<file path="config.mk">
export PLATFORM = sky130hd
export DESIGN_NAME = instr_fetch_ctrl
export DESIGN_NICKNAME = d
export VERILOG_FILES = /design/src/rtl/instr_fetch_ctrl.sv
export SDC_FILE = /design/constraint.sdc
export NUM_CORES = 1
export LEC_CHECK = 0
export BUFFER_PORTS_ARGS = -buffer_cell sky130_fd_sc_hd__buf_2
export CELL_PAD_IN_SITES_DETAIL_PLACEMENT = 0
export CELL_PAD_IN_SITES_GLOBAL_PLACEMENT = 1
export CORE_AREA = 2 2 155 157
export DETAILED_ROUTE_END_ITERATION = 12
export DIE_AREA = 0 0 157 159
export GPL_TIMING_DRIVEN = 0
export PLACE_DENSITY = 0.68
export SYNTH_ARGS = -nofsm -noshare
export SYNTH_HDL_FRONTEND = slang
export SYNTH_SLANG_ARGS = --single-unit
</file>
<file path="constraint.sdc">
create_clock -name clk -period 3.3 [get_ports clk]
set_input_delay 0.165 -clock clk [delete_from_list [all_inputs] [get_ports clk]]
set_output_delay 0.165 -clock clk [all_outputs]
set_load 0.01 [all_outputs]
</file>
<file path="src/rtl/instr_fetch_ctrl.sv">
// instr_fetch_ctrl: boot-gated PC sequencer feeding a tagged prefetch FIFO with redirect flush and fetch trap
module instr_fetch_ctrl #(
  parameter int          MEM_BYTES   = 32,
  parameter logic [31:0] RESET_PC    = 32'h0,
  parameter int          BOOT_CYCLES = 2,
  parameter int          FIFO_DEPTH  = 2
) (
  input  logic        clk,
  input  logic        reset,
  output logic [31:0] PC,
  output logic        mem_reset,
  input  logic [31:0] Instruction_Code,
  input  logic        redirect_valid,
  input  logic [31:0] redirect_pc,
  output logic        out_valid,
  input  logic        out_ready,
  output logic [31:0] out_instr,
  output logic [31:0] out_pc,
  output logic        fetch_err
);
  localparam int AW = $clog2(FIFO_DEPTH);
  localparam int CW = AW + 1;
  localparam int BW = $clog2(BOOT_CYCLES + 1);
  localparam logic [31:0] LAST_PC = 32'(MEM_BYTES - 4);
  typedef enum logic [1:0] {BOOT, FETCH, ERROR} state_e;
  state_e        state_q, state_d;
  logic [BW-1:0] boot_q, boot_d;
  logic [31:0]   pc_q, pc_d;
  logic [AW-1:0] rd_q, rd_d, wr_q, wr_d;
  logic [CW-1:0] cnt_q, cnt_d;
  logic          err_q, err_d;
  logic [31:0]   fifo_instr_q [FIFO_DEPTH];
  logic [31:0]   fifo_pc_q [FIFO_DEPTH];
  logic          pop, push, flush, bad_pc;
  assign bad_pc    = redirect_pc[1:0] != 2'b00 || redirect_pc > LAST_PC;
  assign out_valid = cnt_q != '0;
  assign pop       = out_valid && out_ready;
  assign out_instr = out_valid ? fifo_instr_q[rd_q] : '0;
  assign out_pc    = out_valid ? fifo_pc_q[rd_q] : '0;
  assign mem_reset = state_q == BOOT;
  assign fetch_err = err_q;
  assign PC        = pc_q;
  assign rd_d      = flush ? '0 : rd_q + AW'(pop);
  assign wr_d      = flush ? '0 : wr_q + AW'(push);
  assign cnt_d     = flush ? '0 : cnt_q + CW'(push) - CW'(pop);
  // next state: boot countdown, fetch/push decision, redirect flush and illegal-target trap
  always_comb begin
    state_d = state_q;
    boot_d  = boot_q;
    pc_d    = pc_q;
    err_d   = err_q;
    flush   = 1'b0;
    push    = 1'b0;
    if (state_q == BOOT) begin
      boot_d  = boot_q + BW'(1);
      state_d = boot_q == BW'(BOOT_CYCLES - 1) ? FETCH : BOOT;
    end else if (state_q == FETCH) begin
      if (redirect_valid) begin
        flush   = 1'b1;
        state_d = bad_pc ? ERROR : FETCH;
        err_d   = bad_pc;
        pc_d    = bad_pc ? pc_q : redirect_pc;
      end else begin
        push = !cnt_q[AW] || pop;
        pc_d = !push ? pc_q : pc_q == LAST_PC ? '0 : pc_q + 32'd4;
      end
    end
  end
  // control state registers
  always_ff @(posedge clk) begin
    if (reset) begin
      state_q <= BOOT;
      boot_q  <= '0;
      pc_q    <= RESET_PC;
      rd_q    <= '0;
      wr_q    <= '0;
      cnt_q   <= '0;
      err_q   <= 1'b0;
    end else begin
      state_q <= state_d;
      boot_q  <= boot_d;
      pc_q    <= pc_d;
      rd_q    <= rd_d;
      wr_q    <= wr_d;
      cnt_q   <= cnt_d;
      err_q   <= err_d;
    end
  end
  // FIFO storage; contents are only visible through a nonzero count, so no reset is needed
  always_ff @(posedge clk) begin
    if (push) begin
      fifo_instr_q[wr_q] <= Instruction_Code;
      fifo_pc_q[wr_q]    <= pc_q;
    end
  end
endmodule
</file>
==> impl_metrics.env, run 1 <==
export IMPL_status="complete, no violations"
export IMPL_grt_setup_unrepaired="false"
export IMPL_globalplace_congestion=0.782
export IMPL_m1WireLength_microns=7410
export IMPL_setup_violations_final=0
export IMPL_finalNonFillerCells=1083
export IMPL_period_needed_ps=2610
export IMPL_yosys_warnings=0
export IMPL_drt_wirelength_per_cell_microns=15.7
export IMPL_drive_above_1_share_pct=27.6
export IMPL_floorplan_die_width_microns=157
export IMPL_startpoint_of_the_most_critical_register_to_register_path="PC[2]"
export IMPL_cell_internal_power_mw=4.15
export IMPL_switching_share_pct=30.6
export IMPL_ioPinCount=167
export IMPL_fillers=2239
export IMPL_critical_path_s_largest_stage_delay_ps=670
export IMPL_reg_to_reg_end="PC[13]"
export IMPL_proportion_of_synthesized_chip_area_in_sequential_cells_pct=67.5
export IMPL_cts_reportedPaths_clkPinSlew_ps=70
export IMPL_crit_path_max_fanout=10
export IMPL_largest_net_degree_at_the_start_of_global_routing=58
export IMPL_synth_seq_cells=169
export IMPL_cts_resized_gates=0
export IMPL_hold_path_startpoint="redirect_pc[3]"
export IMPL_floorplan_initialDensity_pct=29.8
export IMPL_die_height_microns=159
export IMPL_cts_path_max_buffers=2
export IMPL_cts_made_buffers=17
export IMPL_totalWireLength_microns=16900
export IMPL_critical_path_required_ps=3130
export IMPL_synth_cell_types=40
export IMPL_vias=4836
export IMPL_dieArea_sq_um=25000
export IMPL_wire_length_of_the_first_global_routing_pass_microns=26000
export IMPL_finalCoreUtilization_pct=39.5
export IMPL_number_of_global_route_vias_before_repair=4815
export IMPL_cp_buffers_inverters=3
export IMPL_clock_tree_root_cell="sky130_fd_sc_hd__clkbuf_16"
export IMPL_netlist_instances=529
export IMPL_worstMarginPinSlew_ps=793
export IMPL_drtAntennaViolNets=0
export IMPL_vdd_ir_drop_worst_v=0.000223
export IMPL_cellLeakagePower_nw=3.54
export IMPL_worst_setup_skew_after_layout_ps=12.5
export IMPL_design_core_area_sq_um=23200
export IMPL_rows=56
export IMPL_remaining_drc_errors=0
export IMPL_wl_met2_microns=8210
export IMPL_whs_path_depth=3
export IMPL_crit_family="buffers and inverters"
export IMPL_antenna_cells_inserted=0
export IMPL_grt_overflow=0
export IMPL_hold_path_class="in2reg"
export IMPL_fin_hold_ws_ps=20.3
export IMPL_i_o_buffers=166
export IMPL_slew_limit_headroom_pct=47.1
export IMPL_synth_largest_type_area_fraction_pct=55.6
export IMPL_reg2reg_depth=7
export IMPL_numClockSinks=169
export IMPL_detailroute_wirelength_met3_microns=1140
export IMPL_path_cells="clkbuf_1 -> buf_1 -> mux2i_1 -> nor2_1 -> buf_2"
export IMPL_dp_hpwl_microns=11900
export IMPL_maxSlewViolCount=0
export IMPL_area_of_the_multi_input_gates_sq_um=2140
export IMPL_synth_largest_area_cell="sky130_fd_sc_hd__edfxtp_1"
export IMPL_layout_nets=825
export IMPL_postPlaceCellArea_sq_um=8220
export IMPL_pwr_share_comb_pct=25.7
export IMPL_area_delta_synth_final_pct=32.6
export IMPL_detail_route_iter0_violations=268
export IMPL_switchingPower_mw=1.83
export IMPL_slowest_stage="sky130_fd_sc_hd__buf_1"
export IMPL_grt_antenna_before_repair=0
export IMPL_regToRegSetupSlack_ps=880
export IMPL_netlist_top_cells_area="sky130_fd_sc_hd__edfxtp_1, sky130_fd_sc_hd__dfxtp_1, sky130_fd_sc_hd__mux2i_1"
export IMPL_critical_path_cell_count=5
export IMPL_power_density_nw_per_um2=652
export IMPL_worst_setup_path_type="reg2out"
export IMPL_design_power_total_mw=5.98
export IMPL_h_tree_lvl_count=4
export IMPL_synthesis_nets=603
export IMPL_worstSetupEndpointType="output port"
export IMPL_worst_setup_path_start_kind="flop"
export IMPL_placedCellCount=1016
export IMPL_synth_area_sq_um=6910
export IMPL_power_frac_seq_pct=41.2
export IMPL_cts_tree="done"
export IMPL_power_frac_clock_pct=33.1
export IMPL_worst_skew_pair_late_latency_ps=430
export IMPL_seqCellArea_sq_um=4660
export IMPL_max_cap_viol_count=0
export IMPL_period_share_pct=79.1
export IMPL_drt_vias_per_instance=4.47
export IMPL_hold_violations=0
export IMPL_worst_ep_arrival_time_ps=2440
export IMPL_drt_first_pass_iters=4
export IMPL_avgSynthCellArea_sq_um=13.1
export IMPL_highest_layer="met4"
export IMPL_fmaxAchievable_ghz=0.383
export IMPL_groute_usage_overall_pct=13.7
export IMPL_worstHoldEndpoint="PC[3]"
export IMPL_finish_instance_area_sq_um=9160
==> cell usage after synthesis (all sizes together) <==
cell	instances
a211o	1
a211oi	3
a21boi	2
a21oi	9
a222oi	1
a22oi	1
a31oi	2
and2	5
and2b	1
and3	5
and4	4
buf	14
clkbuf	7
dfxtp	41
edfxtp	128
ha	6
inv	10
mux2i	64
nand2	13
nand2b	2
nand3	11
nand3b	4
nand4	19
nand4b	3
nor2	110
nor2b	1
nor3	8
nor4	15
nor4bb	1
o21a	1
o21ai	8
o21ba	1
or3	1
or4	1
xnor2	6
xor2	20
==> what timing repair did <==
action	in CTS	in global routing
endpoints found under the setup margin	0	0
buffers inserted	0	0
endpoints found under the hold margin	69	0
hold buffers	35	0
==> area by class of cell <==
cell class | count | area share, %
sequential | 169 | 50.9
multi-input combinational | 329 | 23.4
timing repair buffer | 203 | 13.5
clock buffer | 17 | 4.64
tap | 319 | 4.36
clock inverter | 15 | 1.80
buffer | 21 | 0.943
inverter | 10 | 0.410
==> registers in the layout, summed over array words and instances (netlist names) <==
name	flops
fifo_instr_q	64
wr_q	1
PC	32
boot_q	2
cnt_q	2
fetch_err	1
state_q	2
fifo_pc_q	64
rd_q	1
==> worst max-delay path by stage <==
| stage | from | slack, ps | endpoint |
|---|---|---|---|
| after floorplan | state_q[1] | 480 | fifo_instr_q[1][0] |
| after global placement | state_q[1] | -640 | fifo_pc_q[1][15] |
| after detailed placement | PC[2] | 850 | PC[13] |
| after CTS | rd_q | 540 | out_pc[18] |
| after global routing | rd_q | 400 | out_pc[18] |
| final | rd_q | 690 | out_pc[18] |
==> worst reg2reg max path: cells and delay by family, from the launching register on <==
family	cells	cell delay (ps)
AOI/OAI and AO/OA	1	300
adders and majority gates	1	300
buffers and inverters	1	390
DFF	1	510
and+or+nand+nor	4	800
==> power groups by stage <==
| stage | Combinational, mW | Sequential (mW) | Clock (mW) |
|---|---|---|---|
| final | 1.53 | 2.46 | 1.98 |
| after floorplan | 0.933 | 2.51 | 0 |
| after detailed placement | 1.54 | 2.51 | 0 |
| after CTS | 1.58 | 2.47 | 2.03 |
| after global routing | 1.71 | 2.48 | 2.12 |
| after global placement | 1.51 | 2.52 | 0 |
==> cells by family after synthesis <==
group                      share of synthesized area, %
AOI/OAI and AO/OA                                  2.59
xor gates and xnor gates                           3.30
adders and majority gates                          1.09
buffers and inverters                              1.79
DFF                                                67.5
muxes                                              9.27
and+or+nand+nor                                    14.4
==> metal layers <==
layer | track usage [%] | up-vias
li1 | - | 2382
met1 | 16.7 | 2282
met2 | 22.9 | 159
met3 | 4.19 | 13
met4 | 4.63 | 0
met5 | 0 | -
==> through the flow <==
stage	setup WS (ps)	setup TNS, ps
after detailed placement	846	0
after CTS	540	0
final	690	0
after global routing	397	0
after global placement	-641	-80220
after floorplan	477	0
==> cells in the final DEF, fill, tap and decap left out, drive strengths merged, types with 2 or more instances in the layout <==
master         n
buf          182
edfxtp       128
nor2         110
mux2i         64
dfxtp         41
dlygate4sd3   35
clkbuf        24
xor2          20
nand4         19
inv           16
nor4          15
nand2         13
nand3         11
a21oi          9
nor3           8
o21ai          8
xnor2          6
ha             6
clkinv         6
and2           5
and3           5
nand3b         4
and4           4
nand4b         3
a211oi         3
nand2b         2
a21boi         2
a31oi          2
bufinv         2
Power figures use the tool's default switching activity.
==> run 2, diff against run 1 <==
Settings changed: PLACE_DENSITY 0.68 to 0.7.
Clock period 3.3 ns to 2.4 ns, I/O delays scaled along.
==> run 2 against run 1 <==
Clock skew rose by 0.85 ps; via count rose by 0.35%; register-to-register slack got worse by 640 ps; worst hold slack improved by 42 ps; non-clock buffer count rose by 1; final cell count barely moved; sequential cell count did not move; core utilization barely moved; clock-buffer cell count did not move; critical path depth rose by 1; sequential power rose by 38%; largest power group unchanged; highest routed layer unchanged.
==> impl_metrics.env, run 2 (synthesis gave the netlist of run 1 again) <==
export IMPL_period_share_pct=90.0
export IMPL_worstSetupEndpointType="flop"
export IMPL_setup_violations_final=0
export IMPL_drtAntennaViolNets=0
export IMPL_vdd_ir_drop_worst_v=0.000409
export IMPL_critical_path_required_ps=2700
export IMPL_i_o_buffers=166
export IMPL_clock_tree_root_cell="sky130_fd_sc_hd__clkbuf_16"
export IMPL_layout_cells_most_common="sky130_fd_sc_hd__buf_2"
export IMPL_drt_first_pass_iters=5
export IMPL_globalplace_congestion=0.813
export IMPL_path_cells="nand4_1 -> or4_4 -> nor4_4 -> a21boi_1 -> o21ai_1 -> a21oi_1"
export IMPL_drt_wirelength_per_cell_microns=15.9
export IMPL_cp_buffers_inverters=0
export IMPL_ioPinCount=167
export IMPL_worstMarginPinSlew_ps=782
export IMPL_groute_usage_overall_pct=13.8
export IMPL_maxSlewViolCount=0
export IMPL_floorplan_die_width_microns=157
export IMPL_design_core_area_sq_um=23200
export IMPL_setup_total_negative_slack_ps=0
export IMPL_vias=4853
export IMPL_die_height_microns=159
export IMPL_numClockSinks=169
export IMPL_finalNonFillerCells=1084
export IMPL_cellLeakagePower_nw=3.55
export IMPL_layout_nets=826
export IMPL_grt_antenna_before_repair=0
export IMPL_power_density_nw_per_um2=886
export IMPL_drt_vias_per_instance=4.48
export IMPL_grt_overflow=0
export IMPL_cts_reportedPaths_clkPinSlew_ps=70
export IMPL_critical_path_s_largest_stage_delay_ps=600
export IMPL_antenna_cells_inserted=0
export IMPL_worst_setup_path_start_kind="flop"
export IMPL_totalWireLength_microns=17200
export IMPL_crit_path_max_fanout=9
export IMPL_placedCellCount=1016
export IMPL_worst_skew_pair_late_latency_ps=430
export IMPL_design_power_total_mw=8.12
export IMPL_wire_length_of_the_first_global_routing_pass_microns=26400
export IMPL_slew_limit_headroom_pct=47.8
export IMPL_period_needed_ps=2160
export IMPL_worst_setup_path_type="reg2reg"
export IMPL_cts_made_buffers=17
export IMPL_crit_family="simple AND/OR/NAND/NOR gates"
export IMPL_cts_path_max_buffers=2
export IMPL_hold_violations=0
export IMPL_dp_hpwl_microns=12000
export IMPL_status="complete, no violations"
export IMPL_slowest_stage="sky130_fd_sc_hd__or4_4"
export IMPL_area_delta_synth_final_pct=32.6
export IMPL_hold_path_class="in2reg"
export IMPL_finalCoreUtilization_pct=39.5
export IMPL_rows=56
export IMPL_grt_setup_unrepaired="false"
export IMPL_number_of_global_route_vias_before_repair=4670
export IMPL_h_tree_lvl_count=4
export IMPL_fmaxAchievable_ghz=0.463
export IMPL_largest_net_degree_at_the_start_of_global_routing=59
export IMPL_floorplan_initialDensity_pct=29.8
export IMPL_remaining_drc_errors=0
export IMPL_dieArea_sq_um=25000
export IMPL_commonest_cells_after_routing_fill_and_taps_aside="sky130_fd_sc_hd__buf_2, sky130_fd_sc_hd__edfxtp_1, sky130_fd_sc_hd__nor2_1"
export IMPL_worst_ep_arrival_time_ps=2460
export IMPL_drive_above_1_share_pct=28.9
export IMPL_worst_setup_skew_after_layout_ps=13.4
export IMPL_cts_tree="done"
export IMPL_detail_route_iter0_violations=271
export IMPL_max_cap_viol_count=0
run 2: cell count changes in the layout (fill, tap and decap cells not counted), sizes merged:
| cell | delta |
|---|---|
| clkinvlp | +2 |
| inv | -2 |
| bufinv | -1 |
| clkinv | +1 |
| dlygate4sd3 | +1 |
run 2: report_power, final:
part           internal, mW  switching [mW]  leakage [nW]
Combinational         0.829            1.29          1.69
Clock                  1.45            1.16         0.273
Sequential             3.33          0.0638          1.58
run 2: routing by layer:
| layer | up-vias | share of wire [%] | global-route usage [%] |
|---|---|---|---|
| met1 | 2318 | 45 | 17.7 |
| li1 | 2381 | - | - |
| met5 | - | 0 | 0 |
| met3 | 12 | 5.4 | 3.73 |
| met2 | 142 | 49 | 22.8 |
| met4 | 0 | 0.88 | 4.13 |
run 2: worst register-to-register path: cells and delay by family (launching register included):
| kind | cells | cell delay [ps] |
|---|---|---|
| simple gates | 3 | 1180 |
| flops | 1 | 540 |
| compound gates | 3 | 320 |
run 2: what timing repair did:
action	4_1_cts	5_1_grt
resized for setup	4	7
gates cloned	0	0
hold buffers	36	0
setup endpoints to repair	40	70
hold endpoints to repair	70	0
setup buffers	0	0
run 2: per-stage QoR:
| step | setup WS, ps | hold WS, ps | area (sq um) |
|---|---|---|---|
| final | 240 | 61.8 | 9160 |
| after global routing | 21.0 | 72.6 | 9160 |
| after CTS | 11.0 | 36.0 | 9150 |
| after detailed placement | -73.0 | 312 | 8220 |
| after global placement | -1640 | 308 | 8140 |
| after floorplan | -423 | 193 | 6910 |
run 2: final cells by class:
cell class	instances	area, sq um
fillers	2272	14000
flip-flops and latches	169	4670
multi-input cells	329	2150
repair buffers	204	1250
clock buffers	17	425
well taps	319	399
clock inverters	15	145
plain buffers	21	93.8
inverters	10	37.5
run 2: worst paths after layout:
kind / start / endpoint / slack (ps) / cells after the start
min: redirect_valid / PC[4] / 60 / 3
min reg2reg: PC[1] / PC[1] / 500 / 2
max: PC[6] / PC[28] / 240 / 6
max reg2reg: PC[6] / PC[28] / 240 / 6
